$ cat config.mk
export PLATFORM = sky130hd
export DESIGN_NAME = tpm_axil_mst_engine
export DESIGN_NICKNAME = d
export VERILOG_FILES = /design/src/rtl/tpm_axil_pkg.sv /design/src/rtl/tpm_axil_mst_engine_edge.sv /design/src/rtl/tpm_axil_mst_engine.sv
export SDC_FILE = /design/constraint.sdc
export NUM_CORES = 1
export LEC_CHECK = 0
export BUFFER_PORTS_ARGS = -buffer_cell sky130_fd_sc_hd__buf_2
export CELL_PAD_IN_SITES_DETAIL_PLACEMENT = 1
export CELL_PAD_IN_SITES_GLOBAL_PLACEMENT = 1
export CORE_ASPECT_RATIO = 0.5
export CORE_MARGIN = 2
export CORE_UTILIZATION = 36
export DETAILED_ROUTE_END_ITERATION = 8
export HOLD_SLACK_MARGIN = 0.15
export PLACE_DENSITY_LB_ADDON = 0.1
export SLEW_MARGIN = 20
export SYNTH_ARGS = -nofsm -noshare
export SYNTH_HDL_FRONTEND = slang
export SYNTH_HIERARCHICAL = 1
export SYNTH_SLANG_ARGS = --single-unit
export TNS_END_PERCENT = 30
$ cat constraint.sdc
create_clock -name ACLK -period 4.2 [get_ports ACLK]
set_input_delay 0.84 -clock ACLK [delete_from_list [all_inputs] [get_ports ACLK]]
set_output_delay 0.84 -clock ACLK [all_outputs]
set_load 0.02 [all_outputs]
$ cat src/rtl/tpm_axil_pkg.sv
// Shared types, AXI response codes and address helper for the TPM AXI4-Lite master engine.
// Purely declarative: no logic, no latency.
// No flow control of its own.
package tpm_axil_pkg;

    typedef enum logic [1:0] {
        MODE_WR     = 2'd0,
        MODE_RD     = 2'd1,
        MODE_VERIFY = 2'd2,
        MODE_RSVD   = 2'd3
    } mode_e;

    typedef enum logic [1:0] {
        IDLE = 2'd0,
        WR   = 2'd1,
        RD   = 2'd2,
        DONE = 2'd3
    } state_e;

    localparam logic [1:0] OKAY   = 2'b00;
    localparam logic [1:0] EXOKAY = 2'b01;
    localparam logic [1:0] SLVERR = 2'b10;
    localparam logic [1:0] DECERR = 2'b11;

    // Byte address of beat idx; callers truncate to their address width, so overflow wraps.
    function automatic logic [63:0] beat_addr(input logic [63:0] base,
                                              input logic [8:0]  idx,
                                              input logic [3:0]  nbytes);
        return base + (64'(idx) * 64'(nbytes));
    endfunction

endpackage

$ cat src/rtl/tpm_axil_mst_engine_edge.sv
// Registered rising-edge detector for the engine start request.
// Latency: pulse is high for one cycle, one cycle after din is first sampled high.
// No backpressure: every 0->1 transition produces exactly one pulse.
module tpm_edge_detect (
    input  logic clk,
    input  logic rst_n,
    input  logic din,
    output logic pulse
);

    logic d_q;
    logic d_qq;

    always_ff @(posedge clk or negedge rst_n) begin
        if (!rst_n) begin
            d_q  <= 1'b0;
            d_qq <= 1'b0;
        end else begin
            d_q  <= din;
            d_qq <= d_q;
        end
    end

    assign pulse = d_q & ~d_qq;

endmodule

$ cat src/rtl/tpm_axil_mst_engine.sv
// AXI4-Lite master traffic engine: NUM_TXN writes, reads or write+readback per start; optional RUN_CYCLES via TPM_AXIL_MST_PERF_EN.
// Latency: first AWVALID 2 cycles after the INIT edge; each beat takes 3 cycles against a zero-wait slave.
// Backpressure: VALIDs hold until their handshake; one beat outstanding at a time; BREADY/RREADY only after the request is accepted.
module tpm_axil_mst_engine
    import tpm_axil_pkg::*;
#(
    parameter int ADDR_W  = 32,
    parameter int DATA_W  = 32,
    parameter int NUM_TXN = 4,
    parameter int CNT_W   = $clog2(NUM_TXN + 1)
) (
    input  logic                ACLK,
    input  logic                ARESETN,
    input  logic                INIT_AXI_TXN,
    input  logic [1:0]          MODE,
    input  logic [ADDR_W-1:0]   BASE_ADDR,
    input  logic [DATA_W-1:0]   SEED,
    output logic                TXN_DONE,
    output logic                ERROR,
`ifdef TPM_AXIL_MST_PERF_EN
    output logic [31:0]         RUN_CYCLES,
`endif
    output logic [ADDR_W-1:0]   M_AXI_AWADDR,
    output logic [2:0]          M_AXI_AWPROT,
    output logic                M_AXI_AWVALID,
    input  logic                M_AXI_AWREADY,
    output logic [DATA_W-1:0]   M_AXI_WDATA,
    output logic [DATA_W/8-1:0] M_AXI_WSTRB,
    output logic                M_AXI_WVALID,
    input  logic                M_AXI_WREADY,
    input  logic [1:0]          M_AXI_BRESP,
    input  logic                M_AXI_BVALID,
    output logic                M_AXI_BREADY,
    output logic [ADDR_W-1:0]   M_AXI_ARADDR,
    output logic [2:0]          M_AXI_ARPROT,
    output logic                M_AXI_ARVALID,
    input  logic                M_AXI_ARREADY,
    input  logic [DATA_W-1:0]   M_AXI_RDATA,
    input  logic [1:0]          M_AXI_RRESP,
    input  logic                M_AXI_RVALID,
    output logic                M_AXI_RREADY
);

    state_e              state_q, state_d;
    mode_e               mode_q;
    logic [ADDR_W-1:0]   base_q;
    logic [DATA_W-1:0]   seed_q;
    logic [CNT_W-1:0]    cnt_q;
    logic                pend_q, aw_done_q, w_done_q, ar_done_q;
    logic                awvalid_q, wvalid_q, arvalid_q, error_q;
    logic                start_pulse, start_acc, last_beat, rd_bad;
    logic                aw_hs, w_hs, b_hs, ar_hs, r_hs;
    logic [ADDR_W-1:0]   cur_addr;
    logic [DATA_W-1:0]   cur_data;

    tpm_edge_detect u_start_edge (
        .clk   (ACLK),
        .rst_n (ARESETN),
        .din   (INIT_AXI_TXN),
        .pulse (start_pulse)
    );

    assign start_acc = start_pulse & ((state_q == IDLE) | (state_q == DONE));
    assign cur_addr  = ADDR_W'(beat_addr(64'(base_q), 9'(cnt_q), 4'(DATA_W / 8)));
    assign cur_data  = seed_q + DATA_W'(cnt_q);
    assign last_beat = (cnt_q == CNT_W'(NUM_TXN - 1));

    assign M_AXI_BREADY = (state_q == WR) & pend_q & aw_done_q & w_done_q;
    assign M_AXI_RREADY = (state_q == RD) & pend_q & ar_done_q;

    assign aw_hs = awvalid_q & M_AXI_AWREADY;
    assign w_hs  = wvalid_q & M_AXI_WREADY;
    assign b_hs  = M_AXI_BREADY & M_AXI_BVALID;
    assign ar_hs = arvalid_q & M_AXI_ARREADY;
    assign r_hs  = M_AXI_RREADY & M_AXI_RVALID;

    // Mode 1 never compares data; the readback pass of mode 2 checks against the seed sequence.
    assign rd_bad = (M_AXI_RRESP != OKAY) ||
                    ((mode_q == MODE_VERIFY) && (M_AXI_RDATA != cur_data));

    always_ff @(posedge ACLK or negedge ARESETN) begin
        if (!ARESETN) begin
            state_q <= IDLE;
        end else begin
            state_q <= state_d;
        end
    end

    always_comb begin
        state_d = state_q;
        case (state_q)
            IDLE, DONE: if (start_acc) state_d = (MODE == 2'd1) ? RD : WR;
            WR:         if (b_hs && last_beat) state_d = (mode_q == MODE_WR) ? DONE : RD;
            RD:         if (r_hs && last_beat) state_d = DONE;
            default:    state_d = IDLE;
        endcase
    end

    always_ff @(posedge ACLK or negedge ARESETN) begin
        if (!ARESETN) begin
            mode_q    <= MODE_WR;
            base_q    <= '0;
            seed_q    <= '0;
            cnt_q     <= '0;
            pend_q    <= 1'b0;
            aw_done_q <= 1'b0;
            w_done_q  <= 1'b0;
            ar_done_q <= 1'b0;
            awvalid_q <= 1'b0;
            wvalid_q  <= 1'b0;
            arvalid_q <= 1'b0;
            error_q   <= 1'b0;
        end else if (start_acc) begin
            mode_q    <= (MODE == 2'd3) ? MODE_VERIFY : mode_e'(MODE);
            base_q    <= BASE_ADDR;
            seed_q    <= SEED;
            cnt_q     <= '0;
            pend_q    <= 1'b0;
            aw_done_q <= 1'b0;
            w_done_q  <= 1'b0;
            ar_done_q <= 1'b0;
            error_q   <= 1'b0;
        end else begin
            case (state_q)
                WR: begin
                    // pend_q low means a beat slot is free: launch AW and W together.
                    if (!pend_q) begin
                        awvalid_q <= 1'b1;
                        wvalid_q  <= 1'b1;
                        pend_q    <= 1'b1;
                    end
                    if (aw_hs) begin
                        awvalid_q <= 1'b0;
                        aw_done_q <= 1'b1;
                    end
                    if (w_hs) begin
                        wvalid_q <= 1'b0;
                        w_done_q <= 1'b1;
                    end
                    if (b_hs) begin
                        pend_q    <= 1'b0;
                        aw_done_q <= 1'b0;
                        w_done_q  <= 1'b0;
                        cnt_q     <= last_beat ? '0 : cnt_q + CNT_W'(1);
                        if (M_AXI_BRESP != OKAY) error_q <= 1'b1;
                    end
                end
                RD: begin
                    if (!pend_q) begin
                        arvalid_q <= 1'b1;
                        pend_q    <= 1'b1;
                    end
                    if (ar_hs) begin
                        arvalid_q <= 1'b0;
                        ar_done_q <= 1'b1;
                    end
                    if (r_hs) begin
                        pend_q    <= 1'b0;
                        ar_done_q <= 1'b0;
                        cnt_q     <= last_beat ? '0 : cnt_q + CNT_W'(1);
                        if (rd_bad) error_q <= 1'b1;
                    end
                end
                default: ;
            endcase
        end
    end

`ifdef TPM_AXIL_MST_PERF_EN
    logic [31:0] run_cycles_q;

    always_ff @(posedge ACLK or negedge ARESETN) begin
        if (!ARESETN) begin
            run_cycles_q <= '0;
        end else if (start_acc) begin
            run_cycles_q <= '0;
        end else if (((state_q == WR) || (state_q == RD)) && (run_cycles_q != '1)) begin
            run_cycles_q <= run_cycles_q + 32'd1;
        end
    end

    assign RUN_CYCLES = run_cycles_q;
`endif

    assign TXN_DONE      = (state_q == DONE);
    assign ERROR         = error_q;
    assign M_AXI_AWADDR  = cur_addr;
    assign M_AXI_ARADDR  = cur_addr;
    assign M_AXI_WDATA   = cur_data;
    assign M_AXI_AWPROT  = 3'b000;
    assign M_AXI_ARPROT  = 3'b000;
    assign M_AXI_WSTRB   = '1;
    assign M_AXI_AWVALID = awvalid_q;
    assign M_AXI_WVALID  = wvalid_q;
    assign M_AXI_ARVALID = arvalid_q;

endmodule

==> results of run 1 <==
[registers in the layout, indices dropped and copies added, names as in the netlist, 2 cells and up]
signal / flops
cnt_q: 3
mode_q: 2
base_q: 32
seed_q: 32
state_q: 2
[cell families (layout without fill, tap and decap cells)]
family                     Yosys count  in the layout
AOI/OAI and AO/OA                   47             47
and+or+nand+nor                    159            159
xor gates and xnor gates            87             87
other                                2             10
buffers and inverters               80            249
adders and majority gates           12             12
muxes                               67             67
DFF                                 81             81
[power by group through the flow]
stage | clock, mW | sequential (mW) | combinational [mW]
floorplan | 0 | 1.51 | 2.56
global placement | 0 | 1.64 | 3.21
detailed placement | 0 | 1.66 | 3.24
CTS | 0.844 | 1.65 | 3.26
global route | 0.873 | 1.73 | 3.48
finish | 0.806 | 1.65 | 3.20
[worst register-to-register path: cells and delay by family (launching register included)]
family / cells / cell delay, ns
AOI/OAI and AO/OA: 3 / 1.03
and+or+nand+nor: 4 / 1.08
adders and majority gates: 1 / 0.31
DFF: 1 / 0.47
xor gates and xnor gates: 1 / 0.22
[cells in the mapped netlist, types with 3 or more instances]
cell type / instances
and4_1: 3
o21ai_0: 9
and3_1: 14
a21o_1: 4
nor2b_1: 3
buf_4: 44
a31oi_1: 4
nor3b_1: 4
mux2_2: 67
nand3_1: 18
nand2b_1: 3
nor4_1: 11
nor3_1: 14
a211oi_1: 3
a21oi_1: 7
ha_1: 10
xor2_1: 40
xnor2_1: 46
dfrtp_1: 81
clkbuf_1: 16
nor2_1: 20
inv_1: 18
nand2_1: 38
and2_1: 3
nand4_1: 14
[layer usage]
| metal | global-route usage [%] | vias to the layer above |
|---|---|---|
| li1 | - | 2166 |
| met1 | 24.71 | 2170 |
| met5 | 0 | - |
| met3 | 5.556 | 15 |
| met4 | 3.825 | 4 |
| met2 | 32.39 | 147 |
[final cells by class]
| class | instances | area share [%] |
|---|---|---|
| clock buffer | 9 | 3.365 |
| clock inverter | 7 | 1.159 |
| inverter | 18 | 1.010 |
| multi-input combinational | 382 | 44.25 |
| sequential | 81 | 30.29 |
| tap | 198 | 3.702 |
| timing repair buffer | 215 | 16.23 |
[stage by stage]
stage | worst slack [ns] | instances | power (mW)
after floorplan | 0.5957 | 543 | 4.074
after global placement | 0.5371 | 894 | 4.850
after detailed placement | 0.4478 | 894 | 4.909
after CTS | 0.05545 | 910 | 5.755
after global routing | 0.05546 | 910 | 6.084
final | 0.3347 | 910 | 5.660
[worst paths after layout]
kind                             startpoint  cells past startpoint  slack, ns                end
max                                cnt_q[0]                     12       0.33   M_AXI_ARADDR[24]
min reg2reg                u_start_edge/d_q                      0       0.40  u_start_edge/d_qq
min                        u_start_edge/d_q                      0       0.40  u_start_edge/d_qq
max in group asynchronous           ARESETN                      2       2.77           cnt_q[1]
min in group asynchronous           ARESETN                      1       0.57         seed_q[19]
max reg2reg                        cnt_q[1]                      9       0.96              ERROR
==> reports/metrics.csv, run 1 <==
stage,metric,value,unit
clocking,Skew-Pair Late Insertion Delay,0.34,ns
grt,global-route wire length before repair,24070,µm
cells_and_area,share of cells above drive strength 1,43.96,%
logic_synthesis,Post-Synth Adder-Cell Area,3.053,%
timing,Slew @ Worst Pin,1.007,ns
worst_hold_path,worst hold-check path type,reg2reg,
power_and_ir_drop,Int Pwr,2.941,mW
power_and_ir_drop,"IR drop worst, VDD",706.7,µV
cells_and_area,fin util,45.89,%
cells_and_area,area grow syn2layout,23.70,%
logic_synthesis,post-synthesis simple-gate area fraction,16.07,%
timing,crit share post-route,92.03,%
route,routed vias,4502,
power_and_ir_drop,leakage,3.146,nW
placement,Port-buffer cells,212,
logic_synthesis,#FFs+latches synth,81,
timing,Post-Route Setup TNS,0,ns
route,wire length per cell,16.87,µm
route,drt drc,0,
logic_synthesis,Mapped Cells,535,
grt,GRT Total Usage,19.27,%
route,met3 WL,1140,µm
logic_synthesis,Synth Warn #,6,
timing,fin crit period,3.865,ns
worst_setup_path,CP arrival,3.03,ns
cells_and_area,"Design Area, Final",0.006693,mm²
clocking,clock buffer depth,2,
timing,Setup-failing EPs final,0,
cells_and_area,"commonest cells after routing, fill and taps aside","buf_2 (211), dfrtp_1 (81), mux2_2 (67)",
power_and_ir_drop,Sw Ratio,48.03,%
logic_synthesis,sequential area share after synthesis,37.47,%
route,final wirelength,15350,µm
route,Routed Antenna Nets,0,
clocking,Post-CTS Setup Inserts,0,
clocking,Clock transition at path regs,0.06,ns
floorplanning,number of placement rows,31,
logic_synthesis,Synth Area in XOR/XNOR,14.34,%
power_and_ir_drop,Flop pwr share,29.2,%
worst_setup_path,Worst setup SP type,flop,
logic_synthesis,"Avg Cell Area, Syn",10.11,µm²
route,wire length on met2,7325,µm
route,DRT iter0 DRCs,171,
placement,Post-DP Area,0.006375,mm²
cells_and_area,ant diodes,0,
clocking,CTS resizes,0,
timing,Final Slew Violations,0,
cells_and_area,Multi-input gate area,0.002962,mm²
floorplanning,Die ar.,0.01608,mm²
grt,grt ovf,0,
timing,Final Hold Vio Count,0,
placement,Final HPWL DP,12170,µm
logic_synthesis,post-synthesis mux area share,13.95,%
route,DR pass1 iterations,4,
grt,largest net degree at the start of global routing,76,
run_status,status,"complete, no violations",
power_and_ir_drop,Clock power frac,14.2,%
cells_and_area,fillers,1711,
logic_synthesis,"EDFF count, synth",0,
floorplanning,Initial Util,37.10,%
route,vias per std cell,4.947,
route,uppermost layer routed,met5,
grt,initial antenna violation count,3,
worst_setup_path,Slowest cell on crit path,dfrtp_1,
clocking,CTS tree,yes,
timing,Final Skew,0.008700,ns
floorplanning,IO Pins,223,
logic_synthesis,Yosys top cell by area,dfrtp_1,
cells_and_area,"commonest non-fill, non-tap cell in the layout",buf_2,
power_and_ir_drop,power density over cell area,845.7,mW/mm²
power_and_ir_drop,logic gate share of total power,56.6,%
worst_setup_path,CP bufs+invs,3,
timing,max frequency,258.7,MHz
clocking,# hold bufs at CTS,0,
logic_synthesis,Mapped Area,0.005410,mm²
clocking,clk sink count,81,
logic_synthesis,ys flop type,dfrtp_1,
worst_setup_path,crit path kind,reg2out,
cells_and_area,FF+latch area,0.002027,mm²
floorplanning,Core ar.,0.01458,mm²
clocking,CTS Root Cell,clkbuf_16,
logic_synthesis,Compound-Gate Fraction of Synth Area,6.221,%
timing,RSZ-0062 raised after global routing,no,
logic_synthesis,Yosys cell types,58,
route,met1 WL,6724,µm
worst_setup_path,"Largest stage delay, worst path",0.43,ns
placement,RD Place Congestion,0.8188,
logic_synthesis,main combinational cell family by area after synthesis,simple AND/OR/NAND/NOR gates,
grt,number of global-route vias before repair,4483,
job,Max-Cap Viols,0,
worst_setup_path,Crit path required time,3.36,ns
clocking,H-tree Lvls,3,
worst_setup_path,Critical Path End Type,primary output,
cells_and_area,nets,829,
floorplanning,DIE HEIGHT,90.69,µm
floorplanning,Die X,177.4,µm
power_and_ir_drop,NetSw,2.718,mW
logic_synthesis,synth top area cells,"dfrtp_1 (37%), mux2_2 (14%), xnor2_1 (7.4%)",
clocking,TritonCTS buffer count,9,
worst_setup_path,family with the most delay on the worst path,simple AND/OR/NAND/NOR gates,
worst_setup_path,CP max FO,5,
timing,Hold WS,0.3989,ns
worst_setup_path,critical path cell sequence,"ha_1, inv_1, fa_1, inv_1, a21o_1, nor2b_1, nor2b_2, nor2b_2, nand3_2, nor2_1, xor2_1, buf_2",
logic_synthesis,"Async S/R FF share, synth",100.0,%
logic_synthesis,Yosys top cell area share,37.47,%
timing,worst rel slew slack,32.81,%
Note: power is estimated with default switching activity, not from simulation.
==> inputs of run 2 (changes only) <==
- PLACE_DENSITY_LB_ADDON: 0.1 -> 0.25
==> reports/metrics.csv, run 2 (synthesis gave the netlist of run 1 again) <==
stage,metric,value,unit
clocking,CTS Root Cell,clkbuf_16,
timing,fin crit period,3.907,ns
clocking,H-tree Lvls,3,
grt,GRT Total Usage,18.43,%
clocking,Post-CTS Setup Inserts,0,
floorplanning,Initial Util,37.10,%
worst_setup_path,"Largest stage delay, worst path",0.41,ns
timing,Final Skew,0.007479,ns
power_and_ir_drop,Clock power frac,13.4,%
clocking,Skew-Pair Late Insertion Delay,0.34,ns
clocking,clock buffer depth,2,
worst_setup_path,Crit path required time,3.36,ns
power_and_ir_drop,Flop pwr share,29.1,%
timing,Final Slew Violations,0,
placement,setup slack at placement,0.4789,ns
timing,Slew @ Worst Pin,0.9984,ns
run_status,status,"complete, no violations",
worst_setup_path,Worst setup SP type,flop,
worst_setup_path,CP arrival,3.07,ns
placement,RD Place Congestion,0.8149,
cells_and_area,"commonest cells after routing, fill and taps aside","buf_2 (211), dfrtp_1 (81), mux2_2 (67)",
route,wire length per cell,16.48,µm
worst_setup_path,critical path cell sequence,"ha_1, inv_1, fa_1, inv_1, a21o_1, nor2b_1, nor2b_1, nor2b_4, nand3_2, nor3_1, xor2_1, buf_2",
worst_hold_path,hold path depth,0,
power_and_ir_drop,NetSw,2.724,mW
timing,RSZ-0062 raised after global routing,no,
worst_setup_path,Crit. Startpoint,cnt_q[0],
worst_hold_path,Worst Hold Launch,u_start_edge/d_q,
worst_setup_path,RR Endpoint,ERROR,
cells_and_area,Top Registers,"base_q: 32 flops, seed_q: 32 flops, cnt_q: 3 flops",
clocking,TritonCTS buffer count,9,
worst_setup_path,Slowest cell on crit path,dfrtp_1,
timing,Setup-failing EPs final,0,
clocking,CTS resizes,0,
power_and_ir_drop,"IR drop worst, VDD",454.1,µV
worst_hold_path,Hold Crit Endpoint,u_start_edge/d_qq,
clocking,CTS tree,yes,
worst_setup_path,Critical Path End Type,primary output,
timing,worst rel slew slack,33.44,%
placement,Final HPWL DP,11700,µm
route,vias per std cell,4.930,
power_and_ir_drop,leakage,3.127,nW
timing,Final Hold Vio Count,0,
worst_setup_path,R2R Setup Slk,0.69,ns
grt,largest net degree at the start of global routing,82,
power_and_ir_drop,power density over cell area,844.6,mW/mm²
power_and_ir_drop,logic gate share of total power,57.5,%
cells_and_area,"commonest non-fill, non-tap cell in the layout",buf_2,
grt,initial antenna violation count,1,
worst_setup_path,CP max FO,5,
floorplanning,IO Pins,223,
job,Max-Cap Viols,0,
route,routed vias,4481,
timing,fin worst setup slack,0.2933,ns
worst_setup_path,reg-to-reg startpoint,cnt_q[1],
route,drt drc,0,
route,DRT iter0 DRCs,162,
grt,number of global-route vias before repair,4509,
power_and_ir_drop,Int Pwr,2.901,mW
timing,Post-Route Setup TNS,0,ns
clocking,Clock transition at path regs,0.06,ns
floorplanning,DIE HEIGHT,90.69,µm
cells_and_area,fin util,45.67,%
cells_and_area,fillers,1729,
floorplanning,Die ar.,0.01608,mm²
clocking,clk sink count,81,
floorplanning,Core ar.,0.01458,mm²
cells_and_area,nets,827,
floorplanning,Die X,177.4,µm
clocking,# hold bufs at CTS,0,
worst_setup_path,FF-to-FF path depth,10,
floorplanning,number of placement rows,31,
cells_and_area,area grow syn2layout,23.10,%
grt,grt ovf,0,
cells_and_area,share of cells above drive strength 1,43.38,%
placement,Port-buffer cells,212,
power_and_ir_drop,Sw Ratio,48.42,%
timing,crit share post-route,93.02,%
grt,global-route wire length before repair,23230,µm
timing,max frequency,256.0,MHz
route,final wirelength,14980,µm
route,Routed Antenna Nets,0,
worst_hold_path,worst hold-check path type,reg2reg,
route,DR pass1 iterations,4,
worst_setup_path,crit path kind,reg2out,
## run 2: how the worst max path moves through the flow
stage | to | slack [ns]
after floorplan | M_AXI_AWADDR[30] | 0.60
after global placement | M_AXI_AWADDR[30] | 0.55
after detailed placement | M_AXI_AWADDR[30] | 0.48
after CTS | M_AXI_AWADDR[30] | 0.08
after global routing | M_AXI_AWADDR[30] | 0.02
final | M_AXI_AWADDR[30] | 0.29
## run 2: worst max-delay path: cells and delay by family (launching register included)
kind            cells  cell delay [ns]
buf+inv             3             0.33
xor+xnor            1             0.19
simple gates        5             1.06
flops               1             0.41
fa+ha+maj           2             0.60
compound gates      1             0.14
## run 2: per-stage QoR
stage | power (mW) | instances | hold WS (ns) | cell area [µm²]
after global placement | 4.824 | 892 | 0.3731 | 6360
final | 5.625 | 909 | 0.3803 | 6660
after global routing | 6.018 | 908 | 0.4105 | 6658
after floorplan | 4.074 | 543 | 0.3544 | 5440
after detailed placement | 4.913 | 892 | 0.3648 | 6360
after CTS | 5.694 | 908 | 0.3881 | 6641
## run 2: final cells by class
class                      count  area, µm²  share of cell area [%]
multi-input combinational    382       2959                   44.43
clock buffer                  11      242.7                   3.645
timing repair buffer         213       1075                   16.14
inverter                      18      67.56                   1.014
sequential                    81       2027                   30.43
tap                          198      247.7                   3.720
antenna                        1      2.502                 0.03757
clock inverter                 5      38.79                  0.5824
## run 2: power by group through the flow
stage | clock network [mW] | logic (mW) | registers (mW)
2_1_floorplan | 0 | 2.56 | 1.51
3_3_place_gp | 0 | 3.20 | 1.63
3_5_place_dp | 0 | 3.26 | 1.66
4_1_cts | 0.776 | 3.28 | 1.64
5_1_grt | 0.808 | 3.50 | 1.71
6_report | 0.755 | 3.23 | 1.64
## run 2: routing by layer
metal	up-vias	routed length [µm]	track usage (%)
met2	134	7411	32.36
met3	7	846	4.125
li1	2165	-	-
met5	-	0	0
met4	0	90	3.279
met1	2175	6629	23.38
==> inputs of run 3 (changes only) <==
- BUFFER_PORTS_ARGS: -buffer_cell sky130_fd_sc_hd__buf_2 -> -buffer_cell sky130_fd_sc_hd__buf_4
- CAP_MARGIN: unset -> 5
==> reports/metrics.csv, run 3 (synthesis gave the netlist of run 1 again) <==
stage,metric,value,unit
route,Routed Antenna Nets,0,
route,DR pass1 iterations,4,
grt,number of global-route vias before repair,4722,
cells_and_area,Top Registers,"base_q: 32 flops, seed_q: 32 flops, cnt_q: 3 flops",
floorplanning,Die ar.,0.01608,mm²
clocking,CTS resizes,1,
grt,grt ovf,0,
worst_setup_path,critical path cell sequence,"ha_1, inv_1, fa_1, inv_1, a21o_1, nor2b_1, nor2b_2, nor2b_4, nand3_2, nor2_1, xor2_1, buf_4",
grt,met3 Use GR,4.167,%
cells_and_area,share of cells above drive strength 1,43.64,%
route,drt drc,0,
route,vias per std cell,5.012,
placement,post-placement cell count,891,
grt,GRT Total Usage,19.44,%
worst_setup_path,crit path kind,reg2out,
timing,Slew @ Worst Pin,0.9918,ns
worst_setup_path,R2R Setup Slk,0.88,ns
worst_hold_path,hold path depth,0,
grt,Global Route met2 Usage,34.86,%
power_and_ir_drop,"IR drop worst, VDD",441.9,µV
timing,Final Hold Vio Count,0,
worst_hold_path,Hold Crit Endpoint,u_start_edge/d_qq,
timing,Setup-failing EPs final,0,
cells_and_area,fillers,1677,
floorplanning,number of placement rows,31,
worst_setup_path,family with the most delay on the worst path,simple AND/OR/NAND/NOR gates,
worst_setup_path,Crit path required time,3.36,ns
power_and_ir_drop,leakage,3.297,nW
placement,Port-buffer cells,212,
timing,Final Skew,0.006315,ns
floorplanning,Core ar.,0.01458,mm²
clocking,CTS tree,yes,
power_and_ir_drop,power density over cell area,839.4,mW/mm²
timing,RSZ-0062 raised after global routing,no,
job,Max-Cap Viols,0,
worst_setup_path,FF-to-FF path depth,9,
worst_setup_path,Crit. path cell count,12,
cells_and_area,ant diodes,0,
grt,Most Crowded Layer GR,met2,
worst_hold_path,Worst Hold Launch,u_start_edge/d_q,
floorplanning,DIE HEIGHT,90.69,µm
route,routed vias,4541,
route,wire length per cell,17.17,µm
grt,largest net degree at the start of global routing,82,
worst_setup_path,"Largest stage delay, worst path",0.43,ns
worst_setup_path,CP arrival,3.05,ns
clocking,clk sink count,81,
placement,RD Place Congestion,0.8126,
timing,Post-Route Setup TNS,0,ns
timing,worst rel slew slack,33.88,%
clocking,TritonCTS buffer count,9,
clocking,Post-CTS Setup Inserts,0,
route,final wirelength,15560,µm
timing,crit share post-route,92.66,%
clocking,H-tree Lvls,3,
cells_and_area,FF+latch area,0.002027,mm²
worst_setup_path,most frequent CP cell,inv_1,
clocking,Clock transition at path regs,0.06,ns
cells_and_area,area grow syn2layout,32.56,%
run_status,status,"complete, no violations",
cells_and_area,"Design Area, Final",0.007172,mm²
timing,Hold WS,0.4036,ns
worst_hold_path,worst hold-check path type,reg2reg,
timing,fin crit period,3.892,ns
timing,fin worst setup slack,0.3082,ns
floorplanning,Initial Util,37.10,%
timing,max frequency,257.0,MHz
placement,setup slack at placement,0.4262,ns
cells_and_area,nets,826,
cells_and_area,"commonest cells after routing, fill and taps aside","buf_4 (211), dfrtp_1 (81), mux2_2 (67)",
floorplanning,IO Pins,223,
clocking,Skew-Pair Late Insertion Delay,0.34,ns
clocking,clock buffer depth,2,
floorplanning,Die X,177.4,µm
grt,initial antenna violation count,0,
grt,GR met1 Demand/Resource,24.06,%
worst_setup_path,Slowest cell on crit path,dfrtp_1,
clocking,CTS Root Cell,clkbuf_16,
placement,Final HPWL DP,12230,µm
cells_and_area,"commonest non-fill, non-tap cell in the layout",buf_4,
worst_setup_path,CP bufs+invs,3,
placement,Post-DP Area,0.006880,mm²
cells_and_area,Multi-input gate area,0.002967,mm²
worst_setup_path,Worst setup SP type,flop,
route,DRT iter0 DRCs,186,
worst_setup_path,CP max FO,5,
clocking,# hold bufs at CTS,0,
cells_and_area,Non-Filler Instances,906,
grt,global-route wire length before repair,24620,µm
worst_setup_path,RR Endpoint,ERROR,
timing,Final Slew Violations,0,
power_and_ir_drop,total chip power,6.020,mW
cells_and_area,fin util,49.18,%
worst_setup_path,Critical Path End Type,primary output,
worst_setup_path,reg-to-reg startpoint,cnt_q[1],
[run 3: cell type report]
class / count / share of cell area, %
Multi-Input combinational cell: 382 / 41.36
Sequential cell: 81 / 28.26
Timing Repair Buffer: 212 / 22.24
Tap cell: 198 / 3.454
Clock buffer: 9 / 3.140
Inverter: 18 / 0.9421
Clock inverter: 6 / 0.5932
[run 3: worst register-to-register path, cell delays in order (launching register included)]
cell and delay (ns):
dfrtp_1 0.46, ha_1 0.30, a211oi_1 0.65, or2_2 0.28
xnor3_1 0.22, a2111o_1 0.38, nor4_1 0.37, nand4_1 0.13
and4bb_1 0.27, a31oi_1 0.12
[run 3: power by group]
group	internal, mW	switching, mW	total (mW)	leakage, nW
sequential	1.17	0.482	1.65	0.949
combinational	1.67	1.97	3.64	2.22
clock	0.399	0.335	0.734	0.128
[run 3: routing by layer]
metal | wire length (µm) | vias up | part of all wire (%)
li1 | - | 2160 | -
met1 | 6626 | 2233 | 43
met2 | 7895 | 141 | 51
met3 | 944 | 7 | 6.1
met4 | 91 | 0 | 0.58
met5 | 0 | - | 0
[run 3: worst max-delay path by stage]
stage	startpoint	end
finish	cnt_q[0]	M_AXI_ARADDR[24]
global route	cnt_q[0]	M_AXI_ARADDR[24]
CTS	cnt_q[0]	M_AXI_AWADDR[30]
detailed placement	cnt_q[0]	M_AXI_AWADDR[30]
global placement	cnt_q[0]	M_AXI_AWADDR[30]
floorplan	cnt_q[0]	M_AXI_AWADDR[30]
